`config.mk`:
```
export PLATFORM = sky130hd
export DESIGN_NAME = countdown_timer
export DESIGN_NICKNAME = d
export VERILOG_FILES = /design/src/rtl/countdown_timer.sv
export SDC_FILE = /design/constraint.sdc
export NUM_CORES = 1
export LEC_CHECK = 0
export ABC_AREA = 1
export CAP_MARGIN = 30
export CORE_MARGIN = 5
export CORE_UTILIZATION = 57
export DETAILED_ROUTE_END_ITERATION = 10
export PLACE_DENSITY = 0.81
export RECOVER_POWER = 50
export SYNTH_ARGS = -nofsm -noshare
export SYNTH_HDL_FRONTEND = slang
export SYNTH_SLANG_ARGS = --single-unit
```
`constraint.sdc`:
```
create_clock -name clk -period 2.05 [get_ports clk]
set_clock_uncertainty 0.1 [all_clocks]
set_input_delay 0.615 -clock clk [delete_from_list [all_inputs] [get_ports clk]]
set_output_delay 0.615 -clock clk [all_outputs]
set_load 0.05 [all_outputs]
```
`src/rtl/countdown_timer.sv`:
```
`timescale 1ns/1ps
`default_nettype none
// ============================================================================
// Module   : countdown_timer
// Brief    : Seconds-resolution down-counter with pause, cancel and expiry pulse
// Revision : 1.0 - initial release
// ============================================================================
module countdown_timer #(
    parameter int unsigned TIMER_WIDTH = 16,
    parameter int unsigned CLK_FREQ    = 100_000_000
) (
    input  logic                   clk,
    input  logic                   rst_n,
    input  logic                   i_start,
    input  logic [TIMER_WIDTH-1:0] i_load_value,
    input  logic                   i_pause,
    input  logic                   i_cancel,
    output logic [TIMER_WIDTH-1:0] o_remaining,
    output logic                   o_busy,
    output logic                   o_expired,
    output logic                   o_done
);

    typedef enum logic [1:0] {
        S_IDLE    = 2'd0,
        S_RUNNING = 2'd1,
        S_PAUSED  = 2'd2,
        S_EXPIRED = 2'd3
    } state_t;

    localparam logic [31:0]            C_PRESC_LAST = 32'(CLK_FREQ - 1);
    localparam logic [TIMER_WIDTH-1:0] C_ONE        = TIMER_WIDTH'(1);

    state_t                 state_q,     state_d;
    logic [TIMER_WIDTH-1:0] remaining_q, remaining_d;
    logic [31:0]            presc_q,     presc_d;
    logic                   expired_q,   expired_d;
    logic                   busy_q,      busy_d;
    logic                   done_q,      done_d;

    always_comb begin
        state_d     = state_q;
        remaining_d = remaining_q;
        presc_d     = presc_q;
        expired_d   = 1'b0;

        if (i_cancel) begin
            state_d     = S_IDLE;
            remaining_d = '0;
            presc_d     = '0;
        end else if (i_start) begin
            remaining_d = i_load_value;
            presc_d     = '0;
            if (i_load_value == '0) begin
                state_d   = S_EXPIRED;
                expired_d = 1'b1;
            end else begin
                state_d   = S_RUNNING;
            end
        end else if (state_q == S_RUNNING || state_q == S_PAUSED) begin
            if (i_pause) begin
                state_d = S_PAUSED;
            end else begin
                // The resume cycle counts, so a pause of N cycles delays the next tick by exactly N.
                state_d = S_RUNNING;
                if (presc_q == C_PRESC_LAST) begin
                    presc_d = '0;
                    if (remaining_q > C_ONE) begin
                        remaining_d = remaining_q - C_ONE;
                    end else begin
                        remaining_d = '0;
                        state_d     = S_EXPIRED;
                        expired_d   = 1'b1;
                    end
                end else begin
                    presc_d = presc_q + 32'd1;
                end
            end
        end

        busy_d = (state_d == S_RUNNING) || (state_d == S_PAUSED);
        done_d = (state_d == S_EXPIRED);
    end

    always_ff @(posedge clk or negedge rst_n) begin
        if (!rst_n) begin
            state_q     <= S_IDLE;
            remaining_q <= '0;
            presc_q     <= '0;
            expired_q   <= 1'b0;
            busy_q      <= 1'b0;
            done_q      <= 1'b0;
        end else begin
            state_q     <= state_d;
            remaining_q <= remaining_d;
            presc_q     <= presc_d;
            expired_q   <= expired_d;
            busy_q      <= busy_d;
            done_q      <= done_d;
        end
    end

    assign o_remaining = remaining_q;
    assign o_busy      = busy_q;
    assign o_expired   = expired_q;
    assign o_done      = done_q;

endmodule
`default_nettype wire

```
==> metrics.txt <==
hold buffers post-CTS 0; Hold/Removal Path Class reg -> reg; Antenna Nets Post-Route 0; Die Area 0.007909 sq mm; gr usage total 25.16%; die height 88.93 microns; register bit count reported by yosys 53; CP Class in -> reg; crit end category flop; M3 GR Usage 3.687%; relative slew slack 11.13%; Final nets 625; Syn Inst Count 523; vias in the first global route 3425; initial core utilization 59.27%; Worst Path Arrival 2.07 ns; layout overhead on the synthesized area 27.73%; Setup WS pre-CTS -0.3235 ns; CP startpoint kind input port; met1 Use GR 37.08%; drt first pass iters 5; Top Ports 40; wire length per cell after detailed routing 13.94 microns; met2 Usage GRT 39.54%; CTS Buffer Depth 2; final worst setup slack 0.06953 ns; share of layout cells above drive strength 1 17.47%; DP Area 0.004375 sq mm; GRT Residual Overflow 0; Netlist cell types 35; Die X 88.93 microns; Final Cycle Share 96.61%; CP required 2.14 ns; H-Tree Depth 2; # diodes 0; global routing's busiest layer met2; slew at the pin with the worst max-slew slack 1.333 ns; Yosys warnings 0; syn nets 548; Leak Pwr 2.204 nW; Total Wirelength 9426 microns; pwr/cell area 624.5 mW/mm^2; Port-buffer cells 39; mapped cell area 0.003551 sq mm; via/cell ratio 5.317; min Tclk post-route 1.980 ns; critical-path maximum fanout 2; DR DRC count 0; max cap viols 0; Syn Area/Cell 6.789 sq um; CORE AREA 0.005991 sq mm; Detailed Route Iter0 Violations 316; maximum clock rate 504.9 MHz; pins over their slew limit 0; routed via count 3594; post-synthesis sequential area ratio 37.35%; Placer Congestion 0.9720; CTS sink cnt 53; clk root buf clkbuf_8; initial antenna violation count 0; PnR Total Power 2.833 mW; clk_lat worst skew 0.30 ns; final std cell area, no fill 0.004536 sq mm; first-pass GRT wire length 15800 microns; RSZ-0062 raised after global routing yes; VDD IR max 0.6214 mV; largest net degree at the start of global routing 54; Reg clk slew, reported paths 0.10 ns; fin util 75.71%; dpl hpwl 7081 microns; CTS buffer count 5; Rows 28; outcome completed; final hold viol count 0; number of endpoints failing setup at the final stage 0; CTS tree built
-- critical path, stage by stage --
cell	delay, ns
clkdlybuf4s50_1	0.46
or2_2	0.29
nor2_1	0.09
nand4_1	0.10
nand2_1	0.08
inv_1	0.05
a21oi_2	0.13
ha_1	0.25
-- sequential cells by signal, indices dropped and copies added, names as in the netlist --
register / cells
o_busy: 1
state_q: 2
o_remaining: 16
presc_q: 32
o_done: 1
o_expired: 1
-- metal layers --
layer / routed length, microns / vias to the layer above / share of wire, %
li1: - / 1811 / -
met1: 4330 / 1631 / 46
met2: 4283 / 135 / 45
met3: 680 / 17 / 7.2
met4: 131 / 0 / 1.4
met5: 0 / - / 0
-- cells in the mapped netlist (all sizes together) --
cell type,instances,share of area (%)
ha,4,1.4
buf,8,1.6
mux2i,1,0.28
xnor2,3,0.74
nor3,11,1.9
or2,2,0.35
a21boi,4,0.85
nand4,10,1.8
nand3b,5,1.4
xor2,10,2.5
clkbuf,2,0.21
clkinv,1,0.14
o21ai,26,3.7
o21bai,1,0.21
nand3,35,4.9
inv,54,5.7
nand2,181,20
nor4,2,0.35
dfrtp,53,37
and3,1,0.18
nor2,87,11
a21oi,19,2.8
nor3b,1,0.21
a31oi,2,0.35
-- what timing repair did --
action                     4_1_cts  5_1_grt
gates resized for setup          1       16
pin swaps                        0        5
buffers inserted                 0        5
setup endpoints to repair        1       37
-- stage by stage --
stage / hold WS (ns) / std cells / TNS, ns
global route: 0.4698 / 676 / -0.1785
CTS: 0.2018 / 671 / 0
finish: 0.4324 / 676 / 0
global placement: 0.3883 / 663 / -8.109
floorplan: 0.2194 / 523 / 0
detailed placement: 0.4125 / 663 / -10.98
-- report_power, final --
part	internal, mW	total (mW)	switching (mW)
combinational	0.446	1.10	0.651
clock	0.243	0.603	0.360
sequential	1.10	1.13	0.0364
total	1.79	2.83	1.05
-- placed cells by master (no fill, tap or decap), drive strengths merged, types with 9 or more instances in the layout --
cell / count
buf: 57
clkbuf: 9
nor2: 87
nand2: 181
nand4: 10
clkdlybuf4s50: 16
xor2: 10
nor3: 11
dfrtp: 53
o21ai: 26
a21oi: 19
inv: 54
nand3: 35
-- cells by family after synthesis --
| family | synth area share (%) |
|---|---|
| xor gates and xnor gates | 3.207 |
| buffers and inverters | 7.681 |
| DFF | 37.35 |
| AOI/OAI and AO/OA | 7.858 |
| adders and majority gates | 1.409 |
| and+or+nand+nor | 42.21 |
| muxes | 0.2819 |
-- area by class of cell --
class	count	area, sq um
multi-input cells	405	1996
fillers	460	1455
flip-flops and latches	53	1326
repair buffers	80	818.3
inverters	55	211.5
well taps	75	93.84
clock buffers	5	68.82
clock inverters	3	21.27
-- final timing paths --
path | start | endpoint | slack (ns) | cells past startpoint
worst min-delay path | presc_q[1]$_DFFE_PN0P_ | presc_q[1]$_DFFE_PN0P_ | 0.43 | 2
worst max-delay path | i_load_value[6] | o_busy$_DFF_PN0_ | 0.07 | 8
min in group asynchronous | rst_n | presc_q[30]$_DFFE_PN0P_ | 0.59 | 2
worst max register to register | presc_q[0]$_DFFE_PN0P_ | o_busy$_DFF_PN0_ | 0.10 | 10
worst min register to register | presc_q[1]$_DFFE_PN0P_ | presc_q[1]$_DFFE_PN0P_ | 0.43 | 2
max in group asynchronous | rst_n | presc_q[16]$_DFFE_PN0P_ | 0.47 | 2
No activity file was read; power rests on OpenSTA's default activity.
